--- src/rtl/mux4_arb_pkg.sv ---
// Shared definitions for the 4-input mux round-robin arbiter.
//   state_t    : arbiter state encoding (IDLE / GRANT)
//   SEL_W      : width of the mux select
//   NREQ       : number of requesters (mux inputs)
//   TO_W       : width of the optional grant wait counter
//   sel_onehot : select index to one-hot grant vector
package mux4_arb_pkg;

    localparam int unsigned SEL_W = 2;
    localparam int unsigned NREQ  = 4;
    localparam int unsigned TO_W  = 4;

    typedef enum logic {
        IDLE  = 1'b0,
        GRANT = 1'b1
    } state_t;

    function automatic logic [NREQ-1:0] sel_onehot(input logic [SEL_W-1:0] sel);
        return NREQ'(1) << sel;
    endfunction

endpackage

--- src/rtl/mux4_rr_arbiter_pick.sv ---
// rr_pick4: combinational rotating-priority picker.
//   req  in  4 : request vector
//   ptr  in  2 : index with highest priority this round
//   pick out 2 : first set request scanning ptr, ptr+1, ... modulo 4
//   any  out 1 : at least one request is set
module rr_pick4
    import mux4_arb_pkg::*;
(
    input  logic [NREQ-1:0]  req,
    input  logic [SEL_W-1:0] ptr,
    output logic [SEL_W-1:0] pick,
    output logic             any
);

    // Scan from the farthest offset down so the closest set request wins.
    always_comb begin
        logic [SEL_W-1:0] idx;
        pick = ptr;
        idx  = ptr;
        for (int i = NREQ - 1; i >= 0; i--) begin
            idx = ptr + SEL_W'(i);
            if (req[idx]) begin
                pick = idx;
            end
        end
    end

    assign any = |req;

endmodule

--- src/rtl/mux4_rr_arbiter.sv ---
// mux4_rr_arbiter: round-robin owner of the 4:1 mux select.
// Picks one requester per transaction, holds the select until the consumer
// takes the data (valid & ready), the requester drops its line, or (when
// MUX4_ARB_TIMEOUT_EN is defined) the grant has stalled TIMEOUT_CYCLES cycles.
//   clock   in  1 : clock, rising edge
//   reset_n in  1 : asynchronous active-low reset
//   req     in  4 : request per mux input (0=A .. 3=D)
//   ready   in  1 : consumer accepts the mux output
//   control out 2 : mux select, registered
//   grant   out 4 : one-hot of control while valid, else 0
//   valid   out 1 : mux output is being offered
//   timeout out 1 : one-cycle pulse when a stalled grant is abandoned
// Optional feature macro: MUX4_ARB_TIMEOUT_EN.
module mux4_rr_arbiter
    import mux4_arb_pkg::*;
#(
    parameter int unsigned TIMEOUT_CYCLES = 15
) (
    input  logic             clock,
    input  logic             reset_n,
    input  logic [NREQ-1:0]  req,
    input  logic             ready,
    output logic [SEL_W-1:0] control,
    output logic [NREQ-1:0]  grant,
    output logic             valid,
    output logic             timeout
);

    // Reject out-of-range timeouts at elaboration.
    if (TIMEOUT_CYCLES == 0 || TIMEOUT_CYCLES > 15) begin : g_bad_timeout
        $error("TIMEOUT_CYCLES must be in 1..15");
    end

    state_t           state_q;
    state_t           state_d;
    logic [SEL_W-1:0] ptr_q;
    logic [SEL_W-1:0] ptr_d;
    logic [SEL_W-1:0] control_d;
    logic [NREQ-1:0]  grant_d;
    logic             valid_d;
    logic             timeout_d;
    logic [SEL_W-1:0] pick;
    logic             any_req;

`ifdef MUX4_ARB_TIMEOUT_EN
    logic [TO_W-1:0]  wait_cnt_q;
    logic [TO_W-1:0]  wait_cnt_d;
`endif

    rr_pick4 u_pick (
        .req  (req),
        .ptr  (ptr_q),
        .pick (pick),
        .any  (any_req)
    );

    // State, pointer and output registers.
    always_ff @(posedge clock or negedge reset_n) begin
        if (!reset_n) begin
            state_q <= IDLE;
            ptr_q   <= '0;
            control <= '0;
            grant   <= '0;
            valid   <= 1'b0;
            timeout <= 1'b0;
        end else begin
            state_q <= state_d;
            ptr_q   <= ptr_d;
            control <= control_d;
            grant   <= grant_d;
            valid   <= valid_d;
            timeout <= timeout_d;
        end
    end

`ifdef MUX4_ARB_TIMEOUT_EN
    // Stall counter for the current grant.
    always_ff @(posedge clock or negedge reset_n) begin
        if (!reset_n) begin
            wait_cnt_q <= '0;
        end else begin
            wait_cnt_q <= wait_cnt_d;
        end
    end
`endif

    // Next-state and next-output logic.
    always_comb begin
        state_d   = state_q;
        ptr_d     = ptr_q;
        control_d = control;
        grant_d   = '0;
        valid_d   = 1'b0;
        timeout_d = 1'b0;
`ifdef MUX4_ARB_TIMEOUT_EN
        wait_cnt_d = wait_cnt_q;
`endif

        case (state_q)
            IDLE: begin
                if (any_req) begin
                    state_d   = GRANT;
                    control_d = pick;
                    grant_d   = sel_onehot(pick);
                    valid_d   = 1'b1;
`ifdef MUX4_ARB_TIMEOUT_EN
                    wait_cnt_d = '0;
`endif
                end
            end

            GRANT: begin
                // Hold the grant unless one of the release events below fires.
                grant_d = grant;
                valid_d = 1'b1;
                if (ready) begin
                    // Transfer wins over a same-cycle revocation.
                    state_d = IDLE;
                    ptr_d   = control + SEL_W'(1);
                    grant_d = '0;
                    valid_d = 1'b0;
                end else if (!req[control]) begin
                    // Requester withdrew: no transfer, keep its priority.
                    state_d = IDLE;
                    grant_d = '0;
                    valid_d = 1'b0;
`ifdef MUX4_ARB_TIMEOUT_EN
                end else if (wait_cnt_q == TO_W'(TIMEOUT_CYCLES - 1)) begin
                    // This is the last allowed stall cycle: stalled requester loses its turn.
                    state_d   = IDLE;
                    ptr_d     = control + SEL_W'(1);
                    grant_d   = '0;
                    valid_d   = 1'b0;
                    timeout_d = 1'b1;
                end else begin
                    wait_cnt_d = wait_cnt_q + TO_W'(1);
`endif
                end
            end

            default: begin
                state_d = IDLE;
            end
        endcase
    end

endmodule

--- config.mk ---
export PLATFORM = sky130hd
export DESIGN_NAME = mux4_rr_arbiter
export DESIGN_NICKNAME = d
export VERILOG_FILES = /design/src/rtl/mux4_arb_pkg.sv /design/src/rtl/mux4_rr_arbiter_pick.sv /design/src/rtl/mux4_rr_arbiter.sv
export SDC_FILE = /design/constraint.sdc
export NUM_CORES = 1
export LEC_CHECK = 0
export CORE_AREA = 2 2 39 41
export CTS_BUF_LIST = sky130_fd_sc_hd__clkbuf_16
export DETAILED_ROUTE_END_ITERATION = 12
export DIE_AREA = 0 0 41 43
export PLACE_DENSITY = 0.79
export SKIP_LAST_GASP = 1
export SYNTH_ARGS = -nofsm -noshare
export SYNTH_HDL_FRONTEND = slang
export SYNTH_SLANG_ARGS = --single-unit
--- constraint.sdc ---
create_clock -name clock -period 2 [get_ports clock]
set_clock_uncertainty 0.1 [all_clocks]
set_input_delay 0.2 -clock clock [delete_from_list [all_inputs] [get_ports clock]]
set_output_delay 0.2 -clock clock [all_outputs]
set_load 0.1 [all_outputs]
# Word-level counts from Yosys, hierarchy flattened

Cells that the tools add are included.

Bitwise logic cells: 1
Equality and inequality tests: 1
Order comparisons: 5
Shift-type cells: 1
Multiply operators: 0
Mux-type cells: 22
Reductions and logical operators: 3
Div/mod/pow operators: 0
Add/sub/neg operators: 4

Operators with widths:

| operator                                                   | number |
|---|---|
| less-than comparator 2 x 3 -> 1 bit, second input constant | 5 |
| two-way mux 4 bit                                          | 3 |
| binary-select mux 1 bit (select 2 bit)                     | 5 |
| two-way mux 1 bit                                          | 8 |
| two-way mux 2 bit                                          | 4 |
| one-hot mux 4 bit (2 select lines)                         | 1 |
| adder 2 x 1 -> 2 bit, second input constant                | 2 |
| adder 2 bit, second input constant                         | 2 |
| AND reduction 2 bit                                        | 2 |
| OR reduction 4 bit                                         | 1 |
| left shift 1 x 2 -> 4 bit, first input constant            | 1 |
| inequality test 3 bit, second input constant               | 1 |
| one-hot mux 1 bit (2 select lines)                         | 1 |
| inverter 1 bit                                             | 1 |

Output and inout port bits: 8
Memories: 0
Bits of input ports: 7
Logic and storage cells: 41
Bits in read-only memories: 0
Bits in writable memories: 0
Latch bits: 0
Register bits after elaboration: 9

# Longest topological paths before layout

Depth in word-level cells: 10
Mapped depth: 4
Depth with buffers taken out: 4

# By module

Synthesis repeated with hierarchy kept, for this count alone.

Cells, all modules: 51
Area, all modules: 501.7 um^2

Modules (own cells, without submodules):

| module          | area each (um^2) | cells an instance | sequential area each (um^2) | instances |
|---|---|---|---|---|
| mux4_rr_arbiter | 401.6            | 35                | 225.2                       | 1 |
| rr_pick4        | 100.1            | 16                | 0.0                         | 1 |

# Least setup slack after synthesis

No wires, ideal clock.

Kind: reg2reg
Start point: register control[0]
End point: register grant[1]
Path slack: -66 ps
Setup time: 69 ps
Stages on the path, launching flop included: 5
Data arrival time: 1897 ps
Clock period less this slack: 2066 ps
Cells stage by stage: dfrtp_1 -> and2_1 -> a211oi_2 -> a2111oi_4 -> a22o_1

Cells in the longest elaborated chain, start to end: 3

RTL lines:

| item                                    | line                   | text |
|---|---|---|
| start, declared                         | mux4_rr_arbiter.sv:23  | `output logic [SEL_W-1:0] control,` |
| start signal, assigned                  | mux4_rr_arbiter.sv:69  | `control <= control_d;` |
| binary-select mux 1 bit (select 2 bit)  | mux4_rr_arbiter.sv:122 | `end else if (!req[control]) begin` |
| two-way mux 1 bit (implied by the code) | mux4_rr_arbiter.sv:122 |  |
| inequality test 3 bit (no source line)  | -                      |  |
| end signal, assigned                    | mux4_rr_arbiter.sv:70  | `grant <= grant_d;` |
| end, declared                           | mux4_rr_arbiter.sv:24  | `output logic [NREQ-1:0] grant,` |

Every way passes these cells. The select of a mux whose other input is x is not followed.
A chain may end at the register's enable or synchronous reset.

# Worst setup path after layout

Start point: input req[0]
End point: register control[1]

Cells in the longest elaborated chain, start to end: 6
Elaborated cells between the ends (all ways): 14

RTL lines:

| item                                    | line                       | text |
|---|---|---|
| start, declared                         | mux4_rr_arbiter.sv:21      | `input logic [NREQ-1:0] req,` |
| binary-select mux 1 bit (select 2 bit)  | mux4_rr_arbiter_pick.sv:22 | `if (req[idx]) begin` |
| two-way mux 1 bit (implied by the code) | mux4_rr_arbiter_pick.sv:22 |  |
| two-way mux 2 bit (4 in a row)          | mux4_rr_arbiter_pick.sv:22 |  |

Parallel ways exist; a longest one is shown, timed or not. The select of a mux whose other input is x is not followed.

==> metrics.yaml <==
outcome:
  outcome: "completed"
floorplan:
  fp.dieArea_um2: 1760
  design.core.area_um2: 1380
  rows: 14
  ios: 15
  die_x_um: 41
  initial_core_util_pct: 38.2
  dieHeight_um: 43
synthesis:
  netlist.area_leader.share_pct: 42.7
  synth_top_family_by_area: "compound AO/OA/AOI/OAI gates"
  muxShareOfSynthArea_pct: 4.03
  yosys.area_share.simple_pct: 14.9
  synthDistinctLibCells: 25
  syn_inst: 49
  synth_compound_area_share_pct: 32.5
  synth_top_cell_by_area: "dfrtp_1"
  synthFlopType: "dfrtp_1"
  seq_area_frac_synth_pct: 42.7
  synth_xor_area_share_pct: 1.66
  ys_warn_count: 0
  ys_seq_elements: 9
  synth_nets: 56
  async_flop_share_pct: 100
  synthTopCellsByArea: "dfrtp_1 43%, a21oi_1 5.7%, a2111oi_4 5.2%"
  synth-adder-area-share_pct: 0
  avgSynthCellArea_um2: 10.8
  synth_enable_flop_cells: 0
  syn_area_um2: 528
clocking:
  cts_max_level: 1
  clkSlewWorstSetupHoldPaths_ns: 0.04
  cts_buffers: 3
  cts_hold_buf: 0
  postCtsSetupBuffers: 0
  clock_path_buffers: 2
  ctsResizeCount: 0
  clock_sinks: 9
  clock-root-buffer: "clkbuf_16"
  insertion_delay_ns: 0.23
  cts_tree: "built"
worst_setup_path:
  crit_chain: "clkdlybuf4s50_1, a21oi_1, o22a_1, o22a_1, mux2_2"
  cpMostUsedCell: "o22a_1"
  cp.arrival_ns: 1.67
  ff2ff_path_depth: 4
  crit_fanout: 8
  crit_type: "input pin to register"
  crit_path_end_kind: "register"
  worst-path-stages: 5
  cp_slowest_cell: "clkdlybuf4s50_1"
  cp_top_family: "buffers and inverters"
  required_ns: 2.02
  start_kind: "input pin"
  cp.buffers_inverters: 1
  crit_path_max_incr_delay_ns: 0.64
sta:
  timing.final.crit_period_ns: 1.65
  rsz0062_at_grt: "no"
  setup_violations: 0
  finalHoldViolations: 0
  whs_ns: 0.157
  maxSlewViolCount: 0
  finalSetupTns_ns: 0
  period_share_pct: 82.7
  fmax_mhz: 605
detailed_routing:
  num_vias: 440
  drt-wirelength-per-cell_um: 13.9
  drt_iter0_drc: 1
  antenna_left: 0
  routed_wl_um: 1130
  dr.pass1.iters: 2
  drc: 0
  viasPerCell: 5.43
min_path:
  min_path_type: "input pin to async pin"
grt:
  grt_pass1_vias: 419
  grt_pass1_wl_um: 1750
  globalRouteTotalUtil_pct: 14.9
  grt-ovfl-total: 0
  gr-usage-met3_pct: 4.71
  gr-max-usage-layer: "met2"
  grt_util_met2_pct: 20.9
  grt_max_degree: 10
  antenna_found_initial: 0
  gr-usage-met1_pct: 20.7
layout:
  fill_cells: 138
  area_delta_synth_final_pct: 39.1
  num_antenna_cells: 0
  drive_gt1_share_pct: 26.2
  final_nets: 73
  fin_area_um2: 734
placement:
  place_hpwl_um: 812
  gp_congestion: 0.715
  dpl-instance-area_um2: 654
  port_buffers: 13
job:
  drv_cap: 0
==> worst register-to-register path: cells and delay by family, from the launching register on <==
family | cells | cell delay, ns
flip-flops | 1 | 0.44
AO/OA/AOI/OAI | 2 | 0.43
multiplexers | 1 | 0.27
AND/OR/NAND/NOR | 1 | 0.17
==> final cells by class <==
| cell class | instances | area, um^2 | share of cell area (%) |
|---|---|---|---|
| flip-flops and latches | 9 | 226 | 30.8 |
| clock inverters | 1 | 5.00 | 0.681 |
| well taps | 16 | 20.0 | 2.73 |
| repair buffers | 13 | 113 | 15.3 |
| inverters | 3 | 11.3 | 1.53 |
| clock buffers | 3 | 75.1 | 10.2 |
| multi-input cells | 36 | 284 | 38.7 |
==> registers in the layout, summed over array words and instances (netlist names) <==
name     cells
control      2
grant        4
ptr_q        2
state_q      1
==> cell usage in the layout (no fill, tap or decap), types with 2 or more instances in the layout <==
cell,n
a21oi_1,6
a22o_1,2
a31oi_1,2
buf_4,7
clkbuf_16,3
clkdlybuf4s50_1,6
dfrtp_1,8
inv_1,3
nand2b_1,4
o21bai_1,2
o22a_1,2
o2bb2ai_1,2
or2_1,2
==> final timing paths <==
check,start,to,slack [ns]
worst max-delay path,req[0],control[1],0.35
worst min-delay path,reset_n,state_q,0.16
worst max register to register,ptr_q[1],control[1],0.47
worst min register to register,grant[2],grant[2],0.40
max in group asynchronous,reset_n,control[0],1.34
min in group clock,grant[2],grant[2],0.40
==> layer usage <==
layer | share of wire [%] | up-vias
met4 | 1.8 | 0
li1 | - | 215
met2 | 45 | 13
met3 | 5.7 | 3
met1 | 47 | 209
met5 | 0 | -
==> cells by family after synthesis <==
logic type      count (synthesis)
flops                           9
mux                             2
compound gates                 21
buf+inv                         4
xor+xnor                        1
simple gates                   11
other cells                     1
==> Yosys cell counts (2+ instances only) <==
| cell | count |
|---|---|
| dfrtp_1 | 9 |
| a21oi_1 | 6 |
| nand2b_1 | 4 |
| inv_1 | 3 |
| a22o_1 | 2 |
| a31oi_1 | 2 |
| o21bai_1 | 2 |
| o22a_1 | 2 |
| o2bb2ai_1 | 2 |
| or2_1 | 2 |
==> stage by stage <==
stage / setup WS [ns] / util [%] / std cells
2_1_floorplan: 0.120 / - / 49
3_3_place_gp: 0.127 / 47.3 / 77
3_5_place_dp: 0.114 / 47.3 / 77
4_1_cts: 0.342 / 53.1 / 81
5_1_grt: 0.278 / 53.1 / 81
6_report: 0.346 / 53.1 / 81
Power is left out: the tool's default activity adds up to more than one toggle a clock period on the data nets, which glitch-free logic cannot reach.
